File: config.mk
export PLATFORM = sky130hd
export DESIGN_NAME = seq_detect_ctrl_flat
export DESIGN_NICKNAME = d
export VERILOG_FILES = /design/src/rtl/seq_detect_ctrl_if.sv /design/src/rtl/seq_detect_ctrl.sv /design/src/flat_wrapper.sv
export SDC_FILE = /design/constraint.sdc
export NUM_CORES = 1
export LEC_CHECK = 0
export ABC_AREA = 1
export CAP_MARGIN = 0
export CORE_UTILIZATION = 48
export CTS_BUF_LIST = sky130_fd_sc_hd__clkbuf_4 sky130_fd_sc_hd__clkbuf_8
export DETAILED_ROUTE_END_ITERATION = 7
export GPL_ROUTABILITY_DRIVEN = 1
export PLACE_DENSITY = 0.74
export SYNTH_ARGS = -nofsm -noshare
export SYNTH_HDL_FRONTEND = slang
export SYNTH_SLANG_ARGS = --single-unit
File: constraint.sdc
create_clock -name clk -period 2.14 [get_ports clk]
set_clock_uncertainty 0.15 [all_clocks]
set_input_delay 0.214 -clock clk [delete_from_list [all_inputs] [get_ports clk]]
set_output_delay 0.214 -clock clk [all_outputs]
set_load 0.1 [all_outputs]
File: src/rtl/seq_detect_ctrl_if.sv
// seq_detect_ctrl_if: configuration handshake bus for the pattern detector
interface seq_detect_ctrl_if #(
  parameter int MAX_LEN = 8,
  parameter int LEN_W   = 4,
  parameter int WIN_W   = 16
) ();
  logic               cfg_valid;
  logic               cfg_ready;
  logic [MAX_LEN-1:0] cfg_pattern;
  logic [LEN_W-1:0]   cfg_len;
  logic               cfg_overlap;
  logic [WIN_W-1:0]   cfg_window;
  logic               cfg_err;
  modport master (output cfg_valid, cfg_pattern, cfg_len, cfg_overlap, cfg_window, input cfg_ready, cfg_err);
  modport slave  (input cfg_valid, cfg_pattern, cfg_len, cfg_overlap, cfg_window, output cfg_ready, cfg_err);
endinterface

File: src/rtl/seq_detect_ctrl.sv
// seq_detect_ctrl: programmable serial-pattern detector with config handshake and bounded runs
module seq_detect_ctrl #(
  parameter int MAX_LEN = 8,
  parameter int LEN_W   = 4,
  parameter int WIN_W   = 16,
  parameter int CNT_W   = 8
) (
  input  logic             clk,
  input  logic             rst,
  seq_detect_ctrl_if.slave cfg,
  input  logic             i_start,
  input  logic             i_stop,
  input  logic             i_seq_valid,
  input  logic             i_seq,
  output logic             o_detected,
  output logic [CNT_W-1:0] o_match_count,
  output logic             o_overflow,
  output logic             o_busy,
  output logic             o_done
);
  typedef enum logic [1:0] {IDLE, ARMED, RUN, DONE} state_t;
  localparam logic [LEN_W-1:0] L_MAX = LEN_W'(MAX_LEN);
  state_t             r_state;
  logic [MAX_LEN-1:0] r_pat;
  logic [LEN_W-1:0]   r_len;
  logic               r_ovl;
  logic [WIN_W-1:0]   r_win;
  logic [MAX_LEN-1:0] r_hist;
  logic [LEN_W-1:0]   r_fill;
  logic [WIN_W-1:0]   r_bits;
  logic               r_det;
  logic [CNT_W-1:0]   r_cnt;
  logic               r_ovf;
  logic               r_done;
  logic               r_err;
  logic               w_acc;
  logic               w_ok;
  logic [MAX_LEN-1:0] w_hist;
  logic [MAX_LEN-1:0] w_mask;
  logic [LEN_W-1:0]   w_fill;
  logic [WIN_W-1:0]   w_bits;
  logic               w_match;
  logic               w_last;
  assign cfg.cfg_ready = r_state != RUN;
  assign cfg.cfg_err   = r_err;
  assign o_busy        = r_state == RUN;
  assign o_detected    = r_det;
  assign o_match_count = r_cnt;
  assign o_overflow    = r_ovf;
  assign o_done        = r_done;
  // Next-bit view of history/fill/bit counter and the match against the low cfg_len bits
  always_comb begin
    w_acc   = cfg.cfg_valid & cfg.cfg_ready;
    w_ok    = (cfg.cfg_len != '0) && (cfg.cfg_len <= L_MAX);
    w_hist  = {r_hist[MAX_LEN-2:0], i_seq};
    w_mask  = ~({MAX_LEN{1'b1}} << r_len);
    w_fill  = (r_fill >= L_MAX) ? r_fill : r_fill + 1'b1;
    w_bits  = r_bits + 1'b1;
    w_match = (((w_hist ^ r_pat) & w_mask) == '0) && (w_fill >= r_len);
    w_last  = (r_win != '0) && (w_bits == r_win);
  end
  // Control FSM; a config handshake always takes priority over start
  always_ff @(posedge clk) begin
    if (rst) begin
      r_state <= IDLE;
      r_pat   <= '0;
      r_len   <= '0;
      r_ovl   <= 1'b0;
      r_win   <= '0;
      r_hist  <= '0;
      r_fill  <= '0;
      r_bits  <= '0;
      r_det   <= 1'b0;
      r_cnt   <= '0;
      r_ovf   <= 1'b0;
      r_done  <= 1'b0;
      r_err   <= 1'b0;
    end else begin
      r_det <= 1'b0;
      r_err <= w_acc & ~w_ok;
      if (r_state == RUN) begin
        if (i_seq_valid) begin
          r_hist <= w_hist;
          r_bits <= w_bits;
          r_fill <= (w_match && !r_ovl) ? '0 : w_fill;
          if (w_match) begin
            r_det <= 1'b1;
            r_cnt <= (&r_cnt) ? r_cnt : r_cnt + 1'b1;
            r_ovf <= r_ovf | (&r_cnt);
          end
        end
        if (i_stop || (i_seq_valid && w_last)) begin
          r_state <= DONE;
          r_done  <= 1'b1;
        end
      end else if (w_acc) begin
        if (w_ok) begin
          r_pat   <= cfg.cfg_pattern;
          r_len   <= cfg.cfg_len;
          r_ovl   <= cfg.cfg_overlap;
          r_win   <= cfg.cfg_window;
          r_state <= ARMED;
          r_done  <= 1'b0;
        end
      end else if (i_start && r_state != IDLE) begin
        r_state <= RUN;
        r_done  <= 1'b0;
        r_hist  <= '0;
        r_fill  <= '0;
        r_bits  <= '0;
        r_cnt   <= '0;
        r_ovf   <= 1'b0;
      end
    end
  end
endmodule

File: src/flat_wrapper.sv
// flat-port wrapper written by rule: the top's interface ports become plain ports
module seq_detect_ctrl_flat 
#(
  parameter int MAX_LEN = 8,
  parameter int LEN_W   = 4,
  parameter int WIN_W   = 16,
  parameter int CNT_W   = 8
)
  (clk, rst, i_start, i_stop, i_seq_valid, i_seq, o_detected, o_match_count, o_overflow, o_busy, o_done, cfg_cfg_valid, cfg_cfg_pattern, cfg_cfg_len, cfg_cfg_overlap, cfg_cfg_window, cfg_cfg_ready, cfg_cfg_err);
  seq_detect_ctrl_if #(.MAX_LEN(MAX_LEN), .LEN_W(LEN_W), .WIN_W(WIN_W)) cfg_i ();
  input  logic clk;
  input  logic rst;
  input  logic i_start;
  input  logic i_stop;
  input  logic i_seq_valid;
  input  logic i_seq;
  output logic o_detected;
  output logic [CNT_W-1:0] o_match_count;
  output logic o_overflow;
  output logic o_busy;
  output logic o_done;
  input wire logic [$bits(cfg_i.cfg_valid)-1:0] cfg_cfg_valid;
  input wire logic [$bits(cfg_i.cfg_pattern)-1:0] cfg_cfg_pattern;
  input wire logic [$bits(cfg_i.cfg_len)-1:0] cfg_cfg_len;
  input wire logic [$bits(cfg_i.cfg_overlap)-1:0] cfg_cfg_overlap;
  input wire logic [$bits(cfg_i.cfg_window)-1:0] cfg_cfg_window;
  output wire logic [$bits(cfg_i.cfg_ready)-1:0] cfg_cfg_ready;
  output wire logic [$bits(cfg_i.cfg_err)-1:0] cfg_cfg_err;
  assign cfg_i.cfg_valid = cfg_cfg_valid;
  assign cfg_i.cfg_pattern = cfg_cfg_pattern;
  assign cfg_i.cfg_len = cfg_cfg_len;
  assign cfg_i.cfg_overlap = cfg_cfg_overlap;
  assign cfg_i.cfg_window = cfg_cfg_window;
  assign cfg_cfg_ready = cfg_i.cfg_ready;
  assign cfg_cfg_err = cfg_i.cfg_err;
  seq_detect_ctrl #(.MAX_LEN(MAX_LEN), .LEN_W(LEN_W), .WIN_W(WIN_W), .CNT_W(CNT_W)) u_core (.clk(clk), .rst(rst), .cfg(cfg_i), .i_start(i_start), .i_stop(i_stop), .i_seq_valid(i_seq_valid), .i_seq(i_seq), .o_detected(o_detected), .o_match_count(o_match_count), .o_overflow(o_overflow), .o_busy(o_busy), .o_done(o_done));
endmodule
==> impl_results.html, run 1 <==
<table>
<tr><th>Metric</th><th>Value</th></tr>
<tr><th colspan="2">Status</th></tr>
<tr><td>Result of the run</td><td>finished, violations left</td></tr>
<tr><td>Failing checks</td><td>setup timing</td></tr>
<tr><th colspan="2">Flow run</th></tr>
<tr><td>Maxcap violations</td><td>0</td></tr>
<tr><th colspan="2">Layout</th></tr>
<tr><td>Area growth syn-to-layout</td><td>32.6%</td></tr>
<tr><td>Final nets</td><td>685</td></tr>
<tr><td>Finished Layout Cells</td><td>between 700 and 800</td></tr>
<tr><td>Post-route core utilization</td><td>between 60% and 70%</td></tr>
<tr><td>Share of layout cells above drive strength 1</td><td>around a fifth</td></tr>
<tr><td>Diodes inserted</td><td>0</td></tr>
<tr><th colspan="2">Logic synthesis</th></tr>
<tr><td>Post-Synthesis Net Count</td><td>roughly 600</td></tr>
<tr><td>Yosys warns</td><td>0</td></tr>
<tr><td>Cell area after synthesis</td><td>3760 um^2</td></tr>
<tr><td>Register area share after synthesis</td><td>a little under two fifths</td></tr>
<tr><td>Cells after synthesis</td><td>around 560</td></tr>
<tr><td>Avg Synthesized Cell Area</td><td>6.74 um^2</td></tr>
<tr><td>Number of library cell types mapped by synthesis</td><td>36</td></tr>
<tr><td>Count of state elements after synthesis</td><td>70</td></tr>
<tr><th colspan="2">Floorplan</th></tr>
<tr><td>Std-Cell Core Area</td><td>~7400 um^2</td></tr>
<tr><td>Initial standard-cell utilization of the core</td><td>50.8%</td></tr>
<tr><td>Vertical extent of the die</td><td>just over 90 um</td></tr>
<tr><td>Ports</td><td>50</td></tr>
<tr><td>Horiz. Die Dim</td><td>approximately 90 um</td></tr>
<tr><td>Die footprint</td><td>about 8200 um^2</td></tr>
<tr><td>Placement Rows</td><td>31</td></tr>
<tr><th colspan="2">GRT</th></tr>
<tr><td>Pin count of the biggest net entering global routing</td><td>33</td></tr>
<tr><td>Final global-route overflow total</td><td>0</td></tr>
<tr><td>First-pass GRT wire length</td><td>~17000 um</td></tr>
<tr><td>Number of antenna violations at the first check in global routing</td><td>0</td></tr>
<tr><td>Via count of the first global-routing pass</td><td>3797</td></tr>
<tr><td>GRT Overall Usage</td><td>24.7%</td></tr>
<tr><th colspan="2">Clock tree</th></tr>
<tr><td>Max Buffers Root-to-Sink</td><td>2</td></tr>
<tr><td>Total number of H-tree levels</td><td>3</td></tr>
<tr><td>Clock transition at the registers of the reported paths</td><td>around 90 ps</td></tr>
<tr><td>Number of clock sinks</td><td>70</td></tr>
<tr><td>CTS Buf Count</td><td>9</td></tr>
<tr><td>Clock latency reported for the late side of the worst-skew pair</td><td>approximately 360 ps</td></tr>
<tr><td>Clock Root Buffer</td><td>sky130_fd_sc_hd__clkbuf_8</td></tr>
<tr><td>CTS tree</td><td>done</td></tr>
<tr><th colspan="2">Timing</th></tr>
<tr><td>Worst slew slack as a fraction of its limit</td><td>between 60% and 70%</td></tr>
<tr><td>Fmax</td><td>around 0.46 GHz</td></tr>
<tr><td>Final slew viol count</td><td>0</td></tr>
<tr><td>Period Utilization, post-route</td><td>103%</td></tr>
<tr><td>Setup TNS</td><td>-359 ps</td></tr>
<tr><td>Final-layout worst hold slack</td><td>about 280 ps</td></tr>
<tr><td>RSZ-0062 raised after global routing</td><td>true</td></tr>
<tr><td>Final Hold Fails</td><td>0</td></tr>
<tr><td>Final setup violating endpoints</td><td>10</td></tr>
<tr><td>Final WS setup</td><td>-54.8 ps</td></tr>
<tr><td>Worst Tran Pin Value</td><td>between 500 and 600 ps</td></tr>
<tr><td>Time the worst path needs with I/O delays and setup</td><td>roughly 2200 ps</td></tr>
<tr><th colspan="2">Worst setup path</th></tr>
<tr><td>CP endpoint kind</td><td>flop</td></tr>
<tr><td>CP Cell Sequence</td><td>inv_2 &gt; buf_4 &gt; o31ai_2 &gt; ha_1 &gt; a21oi_1 &gt; nand3_2 &gt; nand3_4 &gt; nand2_8 &gt; nand2_8 &gt; inv_8 &gt; nor2_1 &gt; nor2_1</td></tr>
<tr><td>Sort of element at the start of the critical path</td><td>flop</td></tr>
<tr><td>Data required time of the critical path</td><td>around 2300 ps</td></tr>
<tr><td>Crit Path Max Fanout</td><td>8</td></tr>
<tr><td>Delay of the slowest critical-path stage</td><td>340 ps</td></tr>
<tr><td>Class of the most critical setup path</td><td>reg2reg</td></tr>
<tr><td>Max stage delay cell, worst path</td><td>sky130_fd_sc_hd__dfxtp_2</td></tr>
<tr><td>Worst EP arrival</td><td>roughly 2300 ps</td></tr>
<tr><th colspan="2">Power</th></tr>
<tr><td>Power Dens Cells</td><td>approximately 650 nW/um^2</td></tr>
<tr><td>Static leakage</td><td>a little over 0.002 uW</td></tr>
<tr><td>Worst IR drop on VDD</td><td>between 0.6 and 0.7 mV</td></tr>
<tr><th colspan="2">Route</th></tr>
<tr><td>Vias after detailed routing</td><td>approximately 4000</td></tr>
<tr><td>DRC errors left</td><td>0</td></tr>
<tr><td>Routed wire length</td><td>between 10000 and 15000 um</td></tr>
<tr><td>Via-to-Cell Ratio</td><td>about 5.4</td></tr>
<tr><td>Initial drt markers</td><td>188</td></tr>
<tr><td>Detailed-route wire length per cell</td><td>between 10 and 15 um</td></tr>
<tr><td>Antenna-violating nets left</td><td>0</td></tr>
<tr><td>Drt pass-1 iters</td><td>5</td></tr>
<tr><th colspan="2">Place</th></tr>
<tr><td>Routability-driven placement congestion ratio</td><td>0.873</td></tr>
<tr><td>Pre-CTS setup slack</td><td>-130 ps</td></tr>
<tr><td>Placed cell count</td><td>720</td></tr>
<tr><td>Number of buffers added on ports</td><td>49</td></tr>
<tr><td>Final HPWL from detailed placement</td><td>around 7000 um</td></tr>
<tr><th colspan="2">Hold path</th></tr>
<tr><td>Class of the worst hold path</td><td>in2reg</td></tr>
</table>
==> power breakdown <==
group / switching [uW] / internal, uW
sequential: 61.6 / 1380
combinational: 510 / 315
clock: 566 / 434
total: 1140 / 2130
==> cells in the mapped netlist <==
cell type	n	share of area [%]
sky130_fd_sc_hd__a31oi_1	1	0.17
sky130_fd_sc_hd__nor2_1	67	6.7
sky130_fd_sc_hd__a21oi_2	1	0.23
sky130_fd_sc_hd__o21bai_1	1	0.20
sky130_fd_sc_hd__o211ai_1	1	0.20
sky130_fd_sc_hd__nand2_2	5	0.83
sky130_fd_sc_hd__nor3_2	1	0.27
sky130_fd_sc_hd__a211oi_1	1	0.20
sky130_fd_sc_hd__nor2_2	6	1.0
sky130_fd_sc_hd__o21ai_0	40	5.3
sky130_fd_sc_hd__nand3b_1	2	0.40
sky130_fd_sc_hd__o32ai_1	9	2.1
sky130_fd_sc_hd__nor2_4	4	1.2
sky130_fd_sc_hd__buf_1	1	0.10
sky130_fd_sc_hd__nor3_1	4	0.53
sky130_fd_sc_hd__inv_1	60	6.0
sky130_fd_sc_hd__o22ai_1	2	0.33
sky130_fd_sc_hd__o31ai_1	2	0.40
sky130_fd_sc_hd__clkbuf_1	13	1.3
sky130_fd_sc_hd__nand2_1	125	12
sky130_fd_sc_hd__inv_2	1	0.10
sky130_fd_sc_hd__buf_6	1	0.30
sky130_fd_sc_hd__nand2_4	2	0.60
sky130_fd_sc_hd__ha_1	8	2.7
sky130_fd_sc_hd__o21bai_2	1	0.30
sky130_fd_sc_hd__a21oi_1	46	6.1
sky130_fd_sc_hd__xnor2_1	1	0.23
sky130_fd_sc_hd__o21ai_1	2	0.27
sky130_fd_sc_hd__nand3_1	53	7.1
sky130_fd_sc_hd__xor2_1	10	2.3
sky130_fd_sc_hd__a211oi_2	1	0.33
sky130_fd_sc_hd__nand4_1	12	2.0
sky130_fd_sc_hd__dfxtp_1	70	37
sky130_fd_sc_hd__buf_2	2	0.27
sky130_fd_sc_hd__nor4_1	1	0.17
sky130_fd_sc_hd__clkinv_2	1	0.13
==> what timing repair did <==
item                       CTS  global route
hold buffers                 0             0
hold endpoints to repair     0             0
cloned                       0             0
setup buffers                6             3
pin swaps                    7            10
gates resized for setup      9            38
setup endpoints to repair   10            16
==> stage by stage <==
step | power (uW) | instance area [um^2]
2_1_floorplan | 1930 | 3790
3_3_place_gp | 2190 | 4560
3_5_place_dp | 2210 | 4560
4_1_cts | 3200 | 4830
5_1_grt | 3430 | 4990
6_report | 3260 | 4990
==> worst max-delay path: cells and delay by family (launching register included) <==
kind / cells / cell delay (ps)
compound gates: 2 / 490
fa+ha+maj: 1 / 320
buf+inv: 3 / 220
flops: 1 / 340
simple gates: 6 / 580
==> layout make-up <==
cell class	instances	area, um^2
well taps	99	124
fillers	629	2420
repair buffers	89	805
inverters	62	240
multi-input cells	409	2220
clock inverters	7	56.3
flip-flops and latches	70	1420
clock buffers	9	124
==> sequential cells by signal (all words and copies together) (netlist names) <==
register	count
u_core.o_overflow	1
u_core.o_match_count	8
u_core.r_win	16
u_core.o_done	1
u_core.r_fill	4
u_core.r_state	2
u_core.cfg.cfg_err	1
u_core.r_hist	7
u_core.r_ovl	1
u_core.r_bits	16
u_core.r_pat	8
u_core.o_detected	1
u_core.r_len	4
==> cell usage in the layout (no fill, tap or decap), types with 12 or more instances in the layout <==
master	n
sky130_fd_sc_hd__buf_4	48
sky130_fd_sc_hd__inv_1	58
sky130_fd_sc_hd__a21oi_1	42
sky130_fd_sc_hd__nand3_1	47
sky130_fd_sc_hd__dfxtp_1	57
sky130_fd_sc_hd__clkdlybuf4s50_1	35
sky130_fd_sc_hd__dfxtp_2	13
sky130_fd_sc_hd__nand2_1	120
sky130_fd_sc_hd__o21ai_0	38
sky130_fd_sc_hd__nor2_1	61
sky130_fd_sc_hd__nand4_1	12
==> path summary, 6_finish.rpt <==
check,endpoint,slack (ps),cells after the start,from
worst min-delay path,u_core.r_pat[1]$_SDFFE_PP0P_,280,3,cfg_cfg_pattern[1]
worst max-delay path,u_core.o_match_count[1]$_SDFFE_PP0P_,-50,12,u_core.r_fill[0]$_SDFFE_PP0P_
worst max register to register,u_core.o_match_count[1]$_SDFFE_PP0P_,-50,12,u_core.r_fill[0]$_SDFFE_PP0P_
worst min register to register,u_core.r_pat[4]$_SDFFE_PP0P_,330,2,u_core.r_pat[4]$_SDFFE_PP0P_
==> layer usage <==
metal  wire length (um)  GRT usage, %  part of all wire (%)  up-vias
met5                  0             0                     0        -
met4                276          9.14                   2.8        0
met3                483          6.14                   4.8       23
met2               5090          44.4                    51      117
met1               4160          28.1                    42     1843
li1                   -             -                     -     2008
==> kinds of logic after synthesis <==
family / share of synthesized area [%]
AOI/OAI and AO/OA: 16.2
xor gates and xnor gates: 2.56
adders and majority gates: 2.66
buffers and inverters: 8.18
DFF: 37.2
and+or+nand+nor: 33.2
Note: power is estimated with default switching activity, not from simulation.
==> run 2, diff against run 1 <==
--- a/config.mk
+++ b/config.mk
@@ -7,11 +7,11 @@
 export LEC_CHECK = 0
 export ABC_AREA = 1
 export CAP_MARGIN = 0
-export CORE_UTILIZATION = 48
+export CORE_UTILIZATION = 50
 export CTS_BUF_LIST = sky130_fd_sc_hd__clkbuf_4 sky130_fd_sc_hd__clkbuf_8
 export DETAILED_ROUTE_END_ITERATION = 7
 export GPL_ROUTABILITY_DRIVEN = 1
-export PLACE_DENSITY = 0.74
+export PLACE_DENSITY = 0.76
 export SYNTH_ARGS = -nofsm -noshare
 export SYNTH_HDL_FRONTEND = slang
 export SYNTH_SLANG_ARGS = --single-unit
==> run 2 against run 1 <==
Effect of this change: the flow still finishes with violations (setup timing); largest power group unchanged; register-to-register slack got worse by 60 ps; cell area decreased by 1.8%; power increased by 1.3%; sequential power about the same; combinational power decreased by 3.0%.
==> impl_results.html, run 2 (same netlist as run 1, synthesis figures left out) <==
<table>
<tr><th>Metric</th><th>Value</th></tr>
<tr><th colspan="2">Route</th></tr>
<tr><td>Drt pass-1 iters</td><td>6 (was 5)</td></tr>
<tr><td>Routed wire length</td><td>10100 um (was 10000 um)</td></tr>
<tr><td>Vias after detailed routing</td><td>3914 (was 3991)</td></tr>
<tr><td>DRC errors left</td><td>0 (unchanged)</td></tr>
<tr><td>Initial drt markers</td><td>170 (was 188)</td></tr>
<tr><td>Detailed-route wire length per cell</td><td>13.7 um (was 13.4 um)</td></tr>
<tr><td>Antenna-violating nets left</td><td>0 (unchanged)</td></tr>
<tr><td>Via-to-Cell Ratio</td><td>5.32 (was 5.36)</td></tr>
<tr><th colspan="2">Layout</th></tr>
<tr><td>Diodes inserted</td><td>0 (unchanged)</td></tr>
<tr><td>Regs by FF count</td><td>u_core.r_bits: 16 flops, u_core.r_win: 16 flops (unchanged)</td></tr>
<tr><td>Final nets</td><td>676 (was 685)</td></tr>
<tr><td>Most common library cell in the layout ignoring fill and taps</td><td>sky130_fd_sc_hd__nand2_1 (unchanged)</td></tr>
<tr><td>Leading cell types in the layout, fill and taps excluded</td><td>sky130_fd_sc_hd__nand2_1, sky130_fd_sc_hd__nor2_1, sky130_fd_sc_hd__dfxtp_1, sky130_fd_sc_hd__inv_1, sky130_fd_sc_hd__nand3_1 (was sky130_fd_sc_hd__nand2_1, sky130_fd_sc_hd__nor2_1, sky130_fd_sc_hd__inv_1, sky130_fd_sc_hd__dfxtp_1, sky130_fd_sc_hd__buf_4)</td></tr>
<tr><td>Share of layout cells above drive strength 1</td><td>19.6% (was 21.1%)</td></tr>
<tr><td>Final-layout fill cell count</td><td>633 (was 629)</td></tr>
<tr><td>Final non-filler cell area</td><td>4900 um^2 (was 4990 um^2)</td></tr>
<tr><td>Area growth syn-to-layout</td><td>30.2% (was 32.6%)</td></tr>
<tr><th colspan="2">Flow run</th></tr>
<tr><td>Maxcap violations</td><td>0 (unchanged)</td></tr>
<tr><th colspan="2">Place</th></tr>
<tr><td>Number of buffers added on ports</td><td>49 (unchanged)</td></tr>
<tr><td>Placed instance area</td><td>4530 um^2 (was 4560 um^2)</td></tr>
<tr><td>Routability-driven placement congestion ratio</td><td>0.903 (was 0.873)</td></tr>
<tr><td>Final HPWL from detailed placement</td><td>6960 um (was 7010 um)</td></tr>
<tr><th colspan="2">Power</th></tr>
<tr><td>Relative contribution of sequential cells to total power</td><td>43.6% (was 44.1%)</td></tr>
<tr><td>Static leakage</td><td>0.00198 uW (was 0.00203 uW)</td></tr>
<tr><td>Net switching fraction of the power</td><td>32.3% (was 34.9%)</td></tr>
<tr><td>Portion of total power attributed to combinational logic</td><td>24.2% (was 25.3%)</td></tr>
<tr><td>Int Pwr</td><td>2240 uW (was 2130 uW)</td></tr>
<tr><td>Power Dens Cells</td><td>675 nW/um^2 (was 654 nW/um^2)</td></tr>
<tr><td>Net Sw Power</td><td>1070 uW (was 1140 uW)</td></tr>
<tr><td>Worst IR drop on VDD</td><td>0.486 mV (was 0.602 mV)</td></tr>
<tr><td>Fraction of power consumed by the clock network</td><td>32.2% (was 30.7%)</td></tr>
<tr><th colspan="2">GRT</th></tr>
<tr><td>Final global-route overflow total</td><td>0 (unchanged)</td></tr>
<tr><td>First-pass GRT wire length</td><td>16200 um (was 16500 um)</td></tr>
<tr><td>Via count of the first global-routing pass</td><td>3627 (was 3797)</td></tr>
<tr><td>Number of antenna violations at the first check in global routing</td><td>0 (unchanged)</td></tr>
<tr><td>Pin count of the biggest net entering global routing</td><td>33 (unchanged)</td></tr>
<tr><td>GRT Overall Usage</td><td>26.8% (was 24.7%)</td></tr>
<tr><th colspan="2">Floorplan</th></tr>
<tr><td>Die footprint</td><td>7880 um^2 (was 8200 um^2)</td></tr>
<tr><td>Placement Rows</td><td>31 (unchanged)</td></tr>
<tr><td>Initial standard-cell utilization of the core</td><td>51.9% (was 50.8%)</td></tr>
<tr><td>Horiz. Die Dim</td><td>88.7 um (was 90.5 um)</td></tr>
<tr><td>Vertical extent of the die</td><td>88.7 um (was 90.5 um)</td></tr>
<tr><td>Ports</td><td>50 (unchanged)</td></tr>
<tr><td>Std-Cell Core Area</td><td>7250 um^2 (was 7410 um^2)</td></tr>
<tr><th colspan="2">Status</th></tr>
<tr><td>Failing checks</td><td>setup timing (unchanged)</td></tr>
<tr><td>Result of the run</td><td>finished, violations left (unchanged)</td></tr>
<tr><th colspan="2">Timing</th></tr>
<tr><td>Final WS setup</td><td>-116 ps (was -54.8 ps)</td></tr>
<tr><td>Final Hold Fails</td><td>0 (unchanged)</td></tr>
<tr><td>Final setup violating endpoints</td><td>12 (was 10)</td></tr>
<tr><td>Worst slew slack as a fraction of its limit</td><td>66.0% (was 64.6%)</td></tr>
<tr><td>Final slew viol count</td><td>0 (unchanged)</td></tr>
<tr><td>RSZ-0062 raised after global routing</td><td>true (unchanged)</td></tr>
<tr><td>Time the worst path needs with I/O delays and setup</td><td>2260 ps (was 2190 ps)</td></tr>
<tr><td>Period Utilization, post-route</td><td>105% (was 103%)</td></tr>
<tr><td>Final-layout worst hold slack</td><td>304 ps (was 284 ps)</td></tr>
<tr><td>Fmax</td><td>0.443 GHz (was 0.456 GHz)</td></tr>
<tr><td>Worst Tran Pin Value</td><td>509 ps (was 530 ps)</td></tr>
<tr><th colspan="2">Clock tree</th></tr>
<tr><td>Clock Root Buffer</td><td>sky130_fd_sc_hd__clkbuf_8 (unchanged)</td></tr>
<tr><td>CTS tree</td><td>done (unchanged)</td></tr>
<tr><td>Max Buffers Root-to-Sink</td><td>2 (unchanged)</td></tr>
<tr><td>Total number of H-tree levels</td><td>3 (unchanged)</td></tr>
<tr><td>CTS Buf Count</td><td>9 (unchanged)</td></tr>
<tr><td>Clock transition at the registers of the reported paths</td><td>70 ps (was 90 ps)</td></tr>
<tr><td>Number of clock sinks</td><td>70 (unchanged)</td></tr>
<tr><td>Clock latency reported for the late side of the worst-skew pair</td><td>350 ps (was 360 ps)</td></tr>
<tr><th colspan="2">Worst setup path</th></tr>
<tr><td>Data required time of the critical path</td><td>2270 ps (was 2250 ps)</td></tr>
<tr><td>Crit Path Max Fanout</td><td>8 (unchanged)</td></tr>
<tr><td>CP endpoint kind</td><td>flop (unchanged)</td></tr>
<tr><td>Sort of element at the start of the critical path</td><td>flop (unchanged)</td></tr>
<tr><td>Class of the most critical setup path</td><td>reg2reg (unchanged)</td></tr>
<tr><td>Worst EP arrival</td><td>2390 ps (was 2300 ps)</td></tr>
<tr><th colspan="2">Hold path</th></tr>
<tr><td>Class of the worst hold path</td><td>in2reg (unchanged)</td></tr>
</table>
run 2: cell count changes in the layout (fill, tap and decap cells not counted), moves of 3 or more:
cell | before | now
sky130_fd_sc_hd__buf_4 | 48 | 39
sky130_fd_sc_hd__inv_6 | 3 | 0
sky130_fd_sc_hd__nand3_2 | 5 | 8
sky130_fd_sc_hd__clkinv_2 | 1 | 4
run 2: repair_timing:
action,CTS,global route
resized for setup,10,32
buffers inserted,1,3
endpoints found under the setup margin,10,15
hold buffers,0,0
pin swaps,12,16
run 2: worst max-delay path, cell delays in order, from the launching register on:
cell and delay [ps]:
sky130_fd_sc_hd__dfxtp_2 340, sky130_fd_sc_hd__inv_2 50, sky130_fd_sc_hd__ha_4 230, sky130_fd_sc_hd__nand2_2 60
sky130_fd_sc_hd__o21ai_2 60, sky130_fd_sc_hd__ha_1 330, sky130_fd_sc_hd__inv_1 70, sky130_fd_sc_hd__nor2_1 50
sky130_fd_sc_hd__o211ai_1 200, sky130_fd_sc_hd__nand3_2 120, sky130_fd_sc_hd__nand3_2 110, sky130_fd_sc_hd__nand2_4 90
sky130_fd_sc_hd__nand2_8 120, sky130_fd_sc_hd__inv_8 40, sky130_fd_sc_hd__nand2_2 40, sky130_fd_sc_hd__nand2_1 40
sky130_fd_sc_hd__nor2_1 90
run 2: per-layer routing:
| layer | global-route usage, % | vias up | share of wire, % |
|---|---|---|---|
| met5 | 0 | - | 0 |
| met4 | 12.3 | 0 | 3.4 |
| met3 | 4.85 | 30 | 4.2 |
| met2 | 45.7 | 108 | 50 |
| met1 | 32.9 | 1786 | 42 |
| li1 | - | 1990 | - |
run 2: through the flow:
| step | utilization (%) | std cells | setup WS, ps | setup TNS [ps] | total power [uW] |
|---|---|---|---|---|---|
| after floorplan | - | 558 | -46.9 | -162 | 1930 |
| after detailed placement | 62.4 | 716 | -98.2 | -527 | 2190 |
| after global routing | 67.5 | 736 | -209 | -2030 | 3460 |
| after CTS | 65.8 | 733 | 2.08 | 0 | 3250 |
| final | 67.5 | 736 | -116 | -894 | 3310 |
| after global placement | 62.4 | 716 | -58.6 | -242 | 2170 |
run 2: power groups by stage:
stage	clock, uW	combinational (uW)	sequential [uW]
6_report	1070	800	1440
5_1_grt	1140	873	1450
4_1_cts	1070	741	1440
3_5_place_dp	0	721	1460
3_3_place_gp	0	712	1460
2_1_floorplan	0	404	1530
run 2: final timing paths:
kind                                      start                                   end  slack (ps)  cells past startpoint
setup / recovery  u_core.r_fill[1]$_SDFFE_PP0P_  u_core.o_match_count[1]$_SDFFE_PP0P_        -120                     16
hold / removal               cfg_cfg_pattern[7]          u_core.r_pat[7]$_SDFFE_PP0P_         300                      3
setup reg to reg  u_core.r_fill[1]$_SDFFE_PP0P_  u_core.o_match_count[1]$_SDFFE_PP0P_        -120                     16
hold reg to reg      u_core.o_done$_SDFFE_PP0P_            u_core.o_done$_SDFFE_PP0P_         310                      2
run 2: area by class of cell:
type,count,area (um^2),share of cell area [%]
multi-input cells,409,2190,44.8
flip-flops and latches,70,1420,28.9
repair buffers,80,737,15.0
inverters,62,240,4.90
clock buffers,11,139,2.84
well taps,99,124,2.53
clock inverters,5,50.0,1.02
